**config.mk**
```make
export PLATFORM = sky130hd
export DESIGN_NAME = cic_interpolator
export DESIGN_NICKNAME = d
export VERILOG_FILES = /design/src/rtl/cic_interpolator.sv
export SDC_FILE = /design/constraint.sdc
export NUM_CORES = 1
export LEC_CHECK = 0
export CAP_MARGIN = 20
export CORE_UTILIZATION = 60
export DETAILED_ROUTE_END_ITERATION = 10
export GPL_ROUTABILITY_DRIVEN = 0
export GPL_TIMING_DRIVEN = 1
export PLACE_DENSITY = 0.83
export SETUP_SLACK_MARGIN = 0.15
export SYNTH_ARGS = -nofsm -noshare
export SYNTH_HDL_FRONTEND = slang
export SYNTH_SLANG_ARGS = --single-unit
export TNS_END_PERCENT = 1
```
**constraint.sdc**
```tcl
create_clock -name clk -period 7.8 [get_ports clk]
set_input_delay 1.56 -clock clk [delete_from_list [all_inputs] [get_ports clk]]
set_output_delay 1.56 -clock clk [all_outputs]
set_load 0.05 [all_outputs]
```
**src/rtl/cic_interpolator.sv**
```systemverilog
// CIC interpolator: Q comb stages at the input rate, zero-stuffing by R, Q integrators
// at the output rate (paced by ce_out), and an arithmetic shift that brings DC gain to unity.
module cic_interpolator #(
  parameter int DATA_WIDTH = 16,
  parameter int Q          = 3,
  parameter int R          = 4
) (
  input  logic                         clk,
  input  logic                         rst_n,
  input  logic                         ce_out,
  input  logic                         in_valid,
  output logic                         in_ready,
  input  logic signed [DATA_WIDTH-1:0] x_in,
  output logic                         out_valid,
  output logic signed [DATA_WIDTH-1:0] x_out,
  output logic                         underflow
);

  localparam int LOG2_R = $clog2(R);
  localparam int W      = DATA_WIDTH + Q * LOG2_R;
  localparam int S      = (Q - 1) * LOG2_R;
  localparam int PW     = (LOG2_R > 0) ? LOG2_R : 1;
  localparam logic [PW-1:0] PHASE_LAST = PW'(R - 1);

  generate
    if (!(R == 1 || R == 2 || R == 4 || R == 8 || R == 16) || Q < 1 || Q > 6) begin : g_bad_param
      $error("cic_interpolator: R must be 1/2/4/8/16 and Q must be 1..6");
    end
  endgenerate

  logic [PW-1:0]                phase;
  logic signed [DATA_WIDTH-1:0] hold_buf;
  logic                         hold_valid;
  logic signed [W-1:0]          comb_d  [Q];
  logic signed [W-1:0]          comb_in [Q];
  logic signed [W-1:0]          integ   [Q];
  logic signed [W-1:0]          u;

  logic phase_zero;
  logic consume;
  logic advance;
  logic starve;
  logic load;

  // Handshake: x_in transfers on a cycle where in_valid && in_ready. A source that sees
  // in_ready low keeps in_valid and x_in stable until the transfer happens.
  assign phase_zero = (phase == '0);
  assign in_ready   = !hold_valid || (ce_out && phase_zero);
  assign load       = in_valid && in_ready;
  assign consume    = ce_out && phase_zero && hold_valid;
  assign advance    = ce_out && (!phase_zero || hold_valid);
  assign starve     = ce_out && phase_zero && !hold_valid;

  // Comb chain evaluated combinationally; comb_in[k] is the value stage k+1 stores.
  always_comb begin
    logic signed [W-1:0] acc;
    acc = W'(hold_buf);
    for (int k = 0; k < Q; k++) begin
      comb_in[k] = acc;
      acc        = acc - comb_d[k];
    end
    u = consume ? acc : '0;
  end

  always_ff @(posedge clk or negedge rst_n) begin
    if (!rst_n) begin
      phase      <= '0;
      hold_buf   <= '0;
      hold_valid <= 1'b0;
      x_out      <= '0;
      out_valid  <= 1'b0;
      underflow  <= 1'b0;
      for (int k = 0; k < Q; k++) begin
        comb_d[k] <= '0;
        integ[k]  <= '0;
      end
    end else begin
      out_valid <= advance;
      underflow <= starve;

      if (load) begin
        hold_buf   <= x_in;
        hold_valid <= 1'b1;
      end else if (consume) begin
        hold_valid <= 1'b0;
      end

      if (consume) begin
        for (int k = 0; k < Q; k++) begin
          comb_d[k] <= comb_in[k];
        end
      end

      // Integrators wrap modulo 2^W; the final difference is still exact.
      if (advance) begin
        phase    <= (phase == PHASE_LAST) ? '0 : phase + 1'b1;
        integ[0] <= integ[0] + u;
        for (int k = 1; k < Q; k++) begin
          integ[k] <= integ[k] + integ[k-1];
        end
        x_out <= DATA_WIDTH'(integ[Q-1] >>> S);
      end
    end
  end

endmodule

```
==> impl_metrics.env, run 1 <==
export IMPL_clkSinkCount=148
export IMPL_htree_levels=4
export IMPL_slowest_stage="fa_1"
export IMPL_rsz0062_at_grt="no"
export IMPL_clockBufferDepth=2
export IMPL_ctsResizeCount=0
export IMPL_skew_ps=9.58
export IMPL_io_buffers=38
export IMPL_core_area_um2=17500
export IMPL_fin_crit_ps=6730
export IMPL_final_layout_size_suffix_gt1_share_pct=6.94
export IMPL_ant_nets=0
export IMPL_arrival_ps=7040
export IMPL_synth_edf_count=0
export IMPL_cts_buffers=17
export IMPL_grt_usage_pct=25.1
export IMPL_ys_types=72
export IMPL_firstDrtPassIters=5
export IMPL_die_x_um=137
export IMPL_post_dp_hpwl_um=15600
export IMPL_maxSlewHeadroom_pct=28.3
export IMPL_initial_utilization_pct=62.2
export IMPL_drv_slew=0
export IMPL_cpPeakStageDelay_ps=400
export IMPL_r2r_start="comb_d[44]"
export IMPL_via_per_inst=5.85
export IMPL_period_share_pct=86.3
export IMPL_synthCells=1256
export IMPL_die_area_um2=18700
export IMPL_setup_viol=0
export IMPL_outcome="completed"
export IMPL_cp_max_fo=8
export IMPL_synth_most_common_cell="nand2_1"
export IMPL_drc=0
export IMPL_fmax_ghz=0.149
export IMPL_crit_type="reg2reg"
export IMPL_crit_path_start="comb_d[44]"
export IMPL_cts_tree="done"
export IMPL_root_buffer="clkbuf_16"
export IMPL_dp_cells=1489
export IMPL_clock_latency_ps=430
export IMPL_ys_ff_latch=148
export IMPL_grt_pass1_wl_um=37800
export IMPL_die_h_um=137
export IMPL_synth_top_area_cell="dfrtp_1"
export IMPL_min_path_type="reg2reg"
export IMPL_syn_to_final_growth_pct=10.8
export IMPL_grt_pass1_vias=8782
export IMPL_row_count=48
export IMPL_netlist_area_um2=10900
export IMPL_cp_end_kind="flip-flop"
export IMPL_vias=8901
export IMPL_yosysTopAreaCellShare_pct=34.0
export IMPL_max_cap_violations=0
export IMPL_async_flop_share_pct=100
export IMPL_antenna_found_initial=0
export IMPL_grt_max_degree=92
export IMPL_initialDrtViolationCount=452
export IMPL_critPathLaunchType="flip-flop"
export IMPL_clkTransAtPathRegs_ps=60
export IMPL_syn_nets=1392
export IMPL_fin_ws_ps=1070
export IMPL_synth_common_cells="189 x nand2_1, 148 x dfrtp_1, 116 x o21ai_0"
export IMPL_diodes=0
export IMPL_yosysWarnings=0
export IMPL_yosysSeqAreaShare_pct=34.0
export IMPL_io_pins=39
export IMPL_min_from="x_out[1]"
export IMPL_dp_slack_ps=1120
export IMPL_wl_um=21900
export IMPL_nets=1419
export IMPL_stdcell_count=1521
export IMPL_final_hold_viol_count=0
export IMPL_tightestPinTransition_ps=1070
export IMPL_synth_area_top_cells="dfrtp_1 34%, ha_1 13%, nand2_1 6.5%"
export IMPL_grt_overflow=0
export IMPL_tns_ps=0
export IMPL_post_cts_buffers=0
export IMPL_required_ps=8110
export IMPL_syn_area_per_cell_um2=8.68
export IMPL_drt_wirelength_per_cell_um=14.4
export IMPL_synth_main_ff_cell="dfrtp_1"
export IMPL_cts_hold_buf=0
## cell families (layout without fill, tap and decap cells)
group / Yosys count / after routing / share of synthesized area (%)
AND/OR/NAND/NOR: 409 / 409 / 17.7
AO/OA/AOI/OAI: 357 / 357 / 21.1
flip-flops: 148 / 148 / 34.0
buffers and inverters: 120 / 160 / 4.13
adder cells (fa/ha/maj): 116 / 116 / 13.7
XOR/XNOR: 66 / 66 / 5.30
multiplexers: 40 / 40 / 4.06
## path summary, 6_finish.rpt
check / to / slack [ps] / cells past startpoint
min in group asynchronous: x_out[0] / 1160 / 1
setup reg to reg: integ[63] / 1070 / 30
setup / recovery: integ[63] / 1070 / 30
hold reg to reg: x_out[1] / 470 / 2
max in group asynchronous: comb_d[28] / 5270 / 2
hold / removal: x_out[1] / 470 / 2
## worst max-delay path, delay by kind of cell, from the launching register on
kind            cells  cell delay, ps
compound gates     15            3180
simple gates        8            1010
fa+ha+maj           5            1720
flops               1             390
xor+xnor            2             310
## through the flow
step | util [%] | cell area [um^2] | hold WS [ps]
after global routing | 68.9 | 12100 | 496
after global placement | 65.5 | 11500 | 457
final | 68.9 | 12100 | 469
after detailed placement | 65.5 | 11500 | 461
after floorplan | - | 10900 | 449
after CTS | 68.9 | 12100 | 476
## cell usage in the layout, fill, tap and decap left out, drive strengths merged, types with 21 or more instances in the layout
cell type / synthesis / final
dfrtp: 148 / 148
mux2: 34 / 34
nor2: 66 / 66
xor2: 28 / 28
clkbuf: 29 / 21
inv: 85 / 87
nand2: 189 / 189
nor2b: 25 / 25
o21a: 23 / 23
xnor2: 38 / 38
nand3: 21 / 21
a21o: 33 / 33
clkdlybuf4s50: 0 / 37
o21ai: 127 / 127
a21oi: 68 / 68
ha: 110 / 110
## routing by layer
layer  part of all wire [%]  track usage [%]
met4                    2.7             11.1
met3                    2.8             4.26
met2                     52             47.0
met1                     43             27.6
met5                      0                0
## flip-flops by register name, indices dropped and copies added, names as in the netlist
name and flops:
hold_valid 1, comb_d 51, integ 60, hold_buf 16, x_out 16, out_valid 1, underflow 1, phase 2
## area by class of cell
type | count | area (um^2)
inverters | 85 | 319
clock inverters | 11 | 125
well taps | 225 | 282
fillers | 1366 | 5460
flip-flops and latches | 148 | 3700
clock buffers | 21 | 470
multi-input cells | 988 | 6760
repair buffers | 43 | 419
Power of run 1 is not shown: default switching activity piles up to over one toggle a cycle in this logic, so the estimate is an artifact.
==> inputs of run 2 (changes only) <==
--- a/config.mk
+++ b/config.mk
@@ -6,6 +6,7 @@
 export NUM_CORES = 1
 export LEC_CHECK = 0
 export CAP_MARGIN = 20
+export CORE_MARGIN = 4
 export CORE_UTILIZATION = 60
 export DETAILED_ROUTE_END_ITERATION = 10
 export GPL_ROUTABILITY_DRIVEN = 0
==> impl_metrics.env, run 2 (same netlist as run 1, synthesis figures left out) <==
export IMPL_nFillCells=1411
export IMPL_io_buffers=38
export IMPL_initialDrtViolationCount=517
export IMPL_cts_hold_buf=0
export IMPL_grt_pass1_wl_um=38500
export IMPL_grt_max_degree=88
export IMPL_root_buffer="clkbuf_16"
export IMPL_required_ps=8110
export IMPL_final_hold_viol_count=0
export IMPL_dp_cells=1494
export IMPL_drt_wirelength_per_cell_um=14.2
export IMPL_arrival_ps=7070
export IMPL_htree_levels=4
export IMPL_final_cell_mix="189 x nand2_1, 148 x dfrtp_1, 115 x o21ai_0"
export IMPL_initial_utilization_pct=60.9
export IMPL_min_path_type="reg2reg"
export IMPL_period_share_pct=86.7
export IMPL_fmax_ghz=0.148
export IMPL_cp_max_fo=8
export IMPL_cts_tree="done"
export IMPL_post_cts_buffers=0
export IMPL_tns_ps=0
export IMPL_top_register="integ"
export IMPL_die_area_um2=20400
export IMPL_cts_buffers=17
export IMPL_die_x_um=143
export IMPL_max_cap_violations=0
export IMPL_final_common_cell="nand2_1"
export IMPL_outcome="completed"
export IMPL_syn_to_final_growth_pct=11.1
export IMPL_dpl_cell_area_um2=11500
export IMPL_stdcell_count=1527
export IMPL_drv_slew=0
export IMPL_largest_register_ffs=60
export IMPL_wl_um=21600
export IMPL_rsz0062_at_grt="no"
export IMPL_core_area_um2=17900
export IMPL_clkSinkCount=148
export IMPL_largest_registers="integ x60, comb_d x51"
export IMPL_row_count=49
export IMPL_ctsResizeCount=0
export IMPL_stdcell_area_um2=12100
export IMPL_fin_crit_ps=6760
export IMPL_ant_nets=0
export IMPL_firstDrtPassIters=6
export IMPL_die_h_um=143
export IMPL_via_per_inst=5.83
export IMPL_maxSlewHeadroom_pct=45.1
export IMPL_grt_overflow=0
export IMPL_finish_utilization_pct=67.7
export IMPL_vias=8899
export IMPL_clock_latency_ps=430
export IMPL_clkTransAtPathRegs_ps=60
export IMPL_cpPeakStageDelay_ps=410
export IMPL_nets=1421
export IMPL_clockBufferDepth=2
export IMPL_cp_end_kind="flip-flop"
export IMPL_final_layout_size_suffix_gt1_share_pct=7.01
export IMPL_slowest_stage="fa_1"
export IMPL_antenna_found_initial=0
export IMPL_drc=0
export IMPL_crit_type="reg2reg"
export IMPL_post_dp_hpwl_um=15700
export IMPL_diodes=0
export IMPL_tightestPinTransition_ps=803
export IMPL_grt_usage_pct=22.4
export IMPL_skew_ps=9.90
export IMPL_grt_pass1_vias=8826
export IMPL_critPathLaunchType="flip-flop"
export IMPL_setup_viol=0
export IMPL_io_pins=39
## run 2: cell types whose count changed in the layout (fill, tap and decap cells not counted)
cell        change
inv_6           -2
clkbuf_8        -1
buf_4           +1
clkbuf_1        +1
clkinv_2        -2
buf_16          +1
clkinv_4        +1
clkinvlp_4      +3
## run 2: cell type report
class	count	area (um^2)	share of cell area, %
Multi-Input combinational cell	988	6760	55.8
Sequential cell	148	3700	30.6
Clock buffer	21	460	3.80
Timing Repair Buffer	45	454	3.75
Inverter	85	319	2.63
Tap cell	229	287	2.37
Clock inverter	11	129	1.06
## run 2: routing by layer
metal	global-route usage, %	part of all wire [%]
met5	0	0
met4	8.40	2.2
met2	41.3	52
met1	26.2	43
met3	3.48	3.3
## run 2: critical path, delay by kind of cell, from the launching register on
family | cells | cell delay [ps]
AO/OA/AOI/OAI | 15 | 3200
adder cells (fa/ha/maj) | 5 | 1710
AND/OR/NAND/NOR | 8 | 1020
flip-flops | 1 | 380
XOR/XNOR | 2 | 320
## run 2: per-stage QoR
stage / hold WS [ps] / setup WS (ps)
3_3_place_gp: 457 / 1290
3_5_place_dp: 462 / 1130
6_report: 468 / 1040
2_1_floorplan: 449 / 1720
4_1_cts: 477 / 1060
5_1_grt: 506 / 542
## run 2: worst paths after layout
| path | start | endpoint | slack [ps] | depth (start not counted) |
|---|---|---|---|---|
| hold / removal | x_out[5] | x_out[5] | 470 | 2 |
| max in group asynchronous | rst_n | comb_d[57] | 5670 | 3 |
| min in group asynchronous | rst_n | x_out[1] | 1130 | 1 |
| hold reg to reg | x_out[5] | x_out[5] | 470 | 2 |
| setup reg to reg | comb_d[44] | integ[63] | 1040 | 30 |
| setup / recovery | comb_d[44] | integ[63] | 1040 | 30 |
Power of run 2 is left out for the same reason.
==> inputs of run 3 (changes only) <==
--- a/config.mk
+++ b/config.mk
@@ -6,8 +6,9 @@
 export NUM_CORES = 1
 export LEC_CHECK = 0
 export CAP_MARGIN = 20
-export CORE_MARGIN = 4
+export CORE_MARGIN = 2
 export CORE_UTILIZATION = 60
+export CTS_BUF_LIST = sky130_fd_sc_hd__clkbuf_4
 export DETAILED_ROUTE_END_ITERATION = 10
 export GPL_ROUTABILITY_DRIVEN = 0
 export GPL_TIMING_DRIVEN = 1
==> impl_metrics.env, run 3 (same netlist as run 1, synthesis figures left out) <==
export IMPL_outcome="completed"
export IMPL_grt_usage_pct=22.2
export IMPL_max_cap_violations=0
export IMPL_nets=1420
export IMPL_io_buffers=38
export IMPL_cts_hold_buf=0
export IMPL_tns_ps=0
export IMPL_dp_slack_ps=1120
export IMPL_tightestPinTransition_ps=888
export IMPL_grt_max_degree=93
export IMPL_firstDrtPassIters=6
export IMPL_ctsResizeCount=0
export IMPL_required_ps=8280
export IMPL_worst_path_stages=30
export IMPL_slowest_stage="fa_1"
export IMPL_row_count=49
export IMPL_rrSetupSlack_ps=1090
export IMPL_r2r_end="integ[63]"
export IMPL_min_from="x_out[6]"
export IMPL_final_seq_area_um2=3700
export IMPL_drc=0
export IMPL_via_per_inst=5.79
export IMPL_min_path_cells=2
export IMPL_post_cts_buffers=0
export IMPL_cts_tree="done"
export IMPL_stdcell_count=1525
export IMPL_root_buffer="clkbuf_4"
export IMPL_final_common_cell="nand2_1"
export IMPL_wl_um=21000
export IMPL_largest_register_ffs=60
export IMPL_cp_end_kind="flip-flop"
export IMPL_core_area_um2=17900
export IMPL_multi_input_area_um2=6760
export IMPL_skew_ps=21.0
export IMPL_cp_top_family="compound AO/OA/AOI/OAI gates"
export IMPL_arrival_ps=7190
export IMPL_antenna_found_initial=0
export IMPL_top_register="integ"
export IMPL_cts_buffers=17
export IMPL_fmax_ghz=0.149
export IMPL_grt_pass1_wl_um=36200
export IMPL_drt_wirelength_per_cell_um=13.8
export IMPL_final_hold_viol_count=0
export IMPL_vias=8828
export IMPL_r2r_start="comb_d[44]"
export IMPL_post_dp_hpwl_um=15500
export IMPL_clock_latency_ps=580
export IMPL_grt_pass1_vias=8442
export IMPL_largest_registers="integ x60, comb_d x51"
export IMPL_r2r_cells=30
export IMPL_cp_max_fo=8
export IMPL_ant_nets=0
export IMPL_rsz0062_at_grt="no"
export IMPL_die_area_um2=19300
export IMPL_fin_ws_ps=1090
export IMPL_cpPeakStageDelay_ps=410
export IMPL_fin_crit_ps=6710
export IMPL_drv_slew=0
export IMPL_final_layout_size_suffix_gt1_share_pct=7.02
export IMPL_period_share_pct=86.0
export IMPL_io_pins=39
export IMPL_initial_utilization_pct=60.9
export IMPL_dp_cells=1494
export IMPL_clockBufferDepth=2
export IMPL_maxSlewHeadroom_pct=40.8
export IMPL_crit_type="reg2reg"
export IMPL_final_cell_mix="189 x nand2_1, 148 x dfrtp_1, 115 x o21ai_0"
export IMPL_setup_viol=0
export IMPL_die_x_um=139
export IMPL_diodes=0
export IMPL_nFillCells=1475
export IMPL_holdPathEnd="x_out[6]"
export IMPL_grt_overflow=0
export IMPL_critPathLaunchType="flip-flop"
export IMPL_syn_to_final_growth_pct=8.60
export IMPL_clkSinkCount=148
export IMPL_die_h_um=139
export IMPL_min_path_type="reg2reg"
export IMPL_clkTransAtPathRegs_ps=130
export IMPL_initialDrtViolationCount=382
export IMPL_htree_levels=4
export IMPL_crit_buf_inv=0
[run 3: changes by cell type in the layout (fill, tap and decap cells not counted), sizes merged]
cell      delta
clkinv       +2
bufinv       +3
buf          -1
inv          +1
clkbuf       -3
clkinvlp     -4
[run 3: cell type report]
cell class / count / share of cell area [%]
multi-input combinational: 988 / 57.1
sequential: 148 / 31.3
timing repair buffer: 44 / 3.60
inverter: 85 / 2.69
tap: 229 / 2.42
clock inverter: 13 / 1.75
clock buffer: 18 / 1.14
[run 3: layer usage]
metal	up-vias	wire, um	global-route usage [%]
met4	0	555	7.66
met3	49	684	3.97
met5	-	0	0
met1	4095	9090	25.6
met2	157	10700	41.2
li1	4527	-	-
[run 3: stage by stage]
stage | hold WS, ps | utilization (%) | instance area (um^2)
floorplan | 449 | - | 10900
global placement | 457 | 64.2 | 11500
detailed placement | 462 | 64.2 | 11500
CTS | 491 | 66.1 | 11800
global route | 508 | 66.1 | 11800
finish | 485 | 66.1 | 11800
[run 3: worst reg2reg max path, delay by kind of cell (launching register included)]
kind / cells / cell delay (ps)
fa+ha+maj: 5 / 1680
simple gates: 8 / 1000
compound gates: 15 / 3180
flops: 1 / 400
xor+xnor: 2 / 320
[run 3: worst max-delay path by stage]
stage               slack (ps)   endpoint        start
global placement          1280  integ[63]   comb_d[44]
finish                    1090  integ[63]   comb_d[44]
global route               580  integ[63]  hold_buf[0]
detailed placement        1120  integ[63]   comb_d[44]
floorplan                 1720  integ[63]   comb_d[44]
CTS                       1070  integ[63]   comb_d[44]
Power of run 3 is left out for the same reason.
==> variant: new RTL, flow settings as in run 1 <==
Change the parameter `DATA_WIDTH` from 16 to 32.
--- a/src/rtl/cic_interpolator.sv
+++ b/src/rtl/cic_interpolator.sv
@@ -2,5 +2,5 @@
 // at the output rate (paced by ce_out), and an arithmetic shift that brings DC gain to unity.
 module cic_interpolator #(
-  parameter int DATA_WIDTH = 16,
+  parameter int DATA_WIDTH = 32,
   parameter int Q          = 3,
   parameter int R          = 4
Interface: changed (resized x_in and x_out); port bits go from 39 to 71. The function was not compared with the original's and may differ.
==> variant against run 1 <==
Design area grew 97%. Worst hold slack gained 0.0025 ns. Clock skew grew 0.0071 ns. Via count grew 100%. Synthesized cell count grew 98%. Routed wire length grew 110%. Synthesized area grew 92%. Count of clock-buffer cells in the layout grew 18. Die area grew 90%. Non-clock buffer count grew 77. Setup slack lost 0.79 ns. Sequential cell count grew 128. Largest cell class unchanged. Highest routed layer unchanged.
Power is not shown: default switching activity piles up to over one toggle a cycle in this logic, so the estimate is an artifact.
==> variant: results (changes against run 1) <==
metric	value	unit	change
outcome	finished clean		
reg2reg end	integ[111]		
total half-perimeter wirelength after legalization and detailed placement	32300	µm	+110%
number of DRC markers in iteration 0	1121		+150%
biggest cell delay along the critical path	0.40	ns	about the same
number of unique standard cell types used by synthesis	83		+15%
largest cells by area after synthesis	sky130_fd_sc_hd__dfrtp_1 33%, sky130_fd_sc_hd__ha_1 12%, sky130_fd_sc_hd__nand2_1 6.8%		
startpoint of the worst-slack reg-to-reg timing path	hold_buf[0]		
clock latency at the later pin of the worst-skew pair	0.57	ns	+0.14 ns
share of flip-flops with an asynchronous set or reset after synthesis	100	%	unchanged
commonest cells in the synthesized netlist	381 x sky130_fd_sc_hd__nand2_1, 276 x sky130_fd_sc_hd__dfrtp_1, 258 x sky130_fd_sc_hd__o21ai_0		
Bufs on Longest Clock Path	3		+1
reg2reg path depth	40		+33%
part of the Yosys area used for sequential elements	33.0	%	-0.95 points
net count reported at finish	2800		+97%
total number of H-tree levels	1		-3
remaining max-slew budget at the tightest pin	35.9	%	+7.6 points
Clock Skew	0.0166	ns	+0.00706 ns
number of buffer cells added on primary ports	70		+84%
aggregate global-route resource usage	24.8	%	-0.26 points
largest fanout on the critical path	6		-2
largest registers	integ: 108 flops, comb_d: 99 flops		
largest net degree at the start of global routing	239		+160%
Worst path slowest cell	sky130_fd_sc_hd__ha_2		
ratio of cells with drive above 1 in the final layout	9.95	%	+3.0 points
dpl ws	-0.0301	ns	-1.15 ns
achievable clock frequency	133	MHz	-10%
number of global-route vias before repair	17200		+95%
routed wire length per instance	15.3	µm	+6.2%
class of the worst hold path	flop to flop		
global-route wire length before repair	76300	µm	+100%
r2r setup slk	0.28	ns	-0.79 ns
number of fill cells in the layout	2593		+90%
post-synth net total	2738		+97%
via count	18100		+100%
hold slack	0.471	ns	+0.00252 ns
number of CTS-inserted buffers	31		+14
[variant: cell count changes in the layout (fill, tap and decap cells not counted), moves of 21 or more]
cell                              change
sky130_fd_sc_hd__a21o_1              +53
sky130_fd_sc_hd__a21oi_1             +87
sky130_fd_sc_hd__buf_4               +42
sky130_fd_sc_hd__clkdlybuf4s50_1     +32
sky130_fd_sc_hd__dfrtp_1            +128
sky130_fd_sc_hd__ha_1                +84
sky130_fd_sc_hd__inv_1               +70
sky130_fd_sc_hd__nand2_1            +191
sky130_fd_sc_hd__nand3_1             +21
sky130_fd_sc_hd__nor2_1              +77
sky130_fd_sc_hd__o21ai_0            +127
sky130_fd_sc_hd__o21bai_1            +22
sky130_fd_sc_hd__xnor2_1             +55
sky130_fd_sc_hd__xor2_1              +39
[variant: repair_timing]
item / CTS / global route
buffers inserted: 2 / 27
endpoints found under the hold margin: 0 / 0
setup endpoints to repair: 5 / 15
gates resized for setup: 8 / 98
pin swaps: 4 / 60
[variant: per-stage QoR]
| step | std cells | setup TNS, ns | utilization (%) | instance area, µm² |
|---|---|---|---|---|
| floorplan | 2490 | 0 | - | 20900 |
| global placement | 2944 | 0 | 63.9 | 22000 |
| detailed placement | 2944 | -0.0301 | 63.9 | 22000 |
| CTS | 3001 | 0 | 67.4 | 23200 |
| global route | 3029 | -0.460 | 69.1 | 23800 |
| finish | 3029 | 0 | 69.1 | 23800 |
[variant: how the worst min path moves through the flow]
stage,startpoint,end,cells past startpoint
finish,x_out[24],x_out[24],2
global route,x_out[23],x_out[23],2
CTS,x_out[24],x_out[24],2
detailed placement,x_out[24],x_out[24],2
global placement,x_out[19],x_out[19],2
floorplan,integ[35],integ[35],1
[variant: critical path: cells and delay by family, from the launching register on]
family	cells	cell delay (ns)
AND/OR/NAND/NOR	8	1.26
AO/OA/AOI/OAI	20	3.23
buffers and inverters	2	0.12
XOR/XNOR	4	0.65
multiplexers	1	0.18
flip-flops	1	0.38
adder cells (fa/ha/maj)	5	1.62
[variant: logic make-up after synthesis]
group                      count (synthesis)  share of synthesized area [%]
muxes                                     58                           3.08
and+or+nand+nor                          769                           16.6
adders and majority gates                212                           12.9
AOI/OAI and AO/OA                        762                           23.1
DFF                                      276                           33.0
buffers and inverters                    249                           4.51
xor gates and xnor gates                 164                           6.87
[variant: metal layers]
metal	up-vias	GRT usage [%]	share of wire [%]
li1	8942	-	-
met1	8501	30.8	44
met2	501	44.3	49
met3	149	2.68	3.7
met4	0	9.12	3.8
met5	-	0	0
[variant: area by class of cell]
cell class,instances,area share [%]
clock buffer,39,3.59
clock inverter,16,1.10
inverter,158,2.49
multi-input combinational,1965,56.7
sequential,276,29.0
tap,455,2.39
timing repair buffer,120,4.73
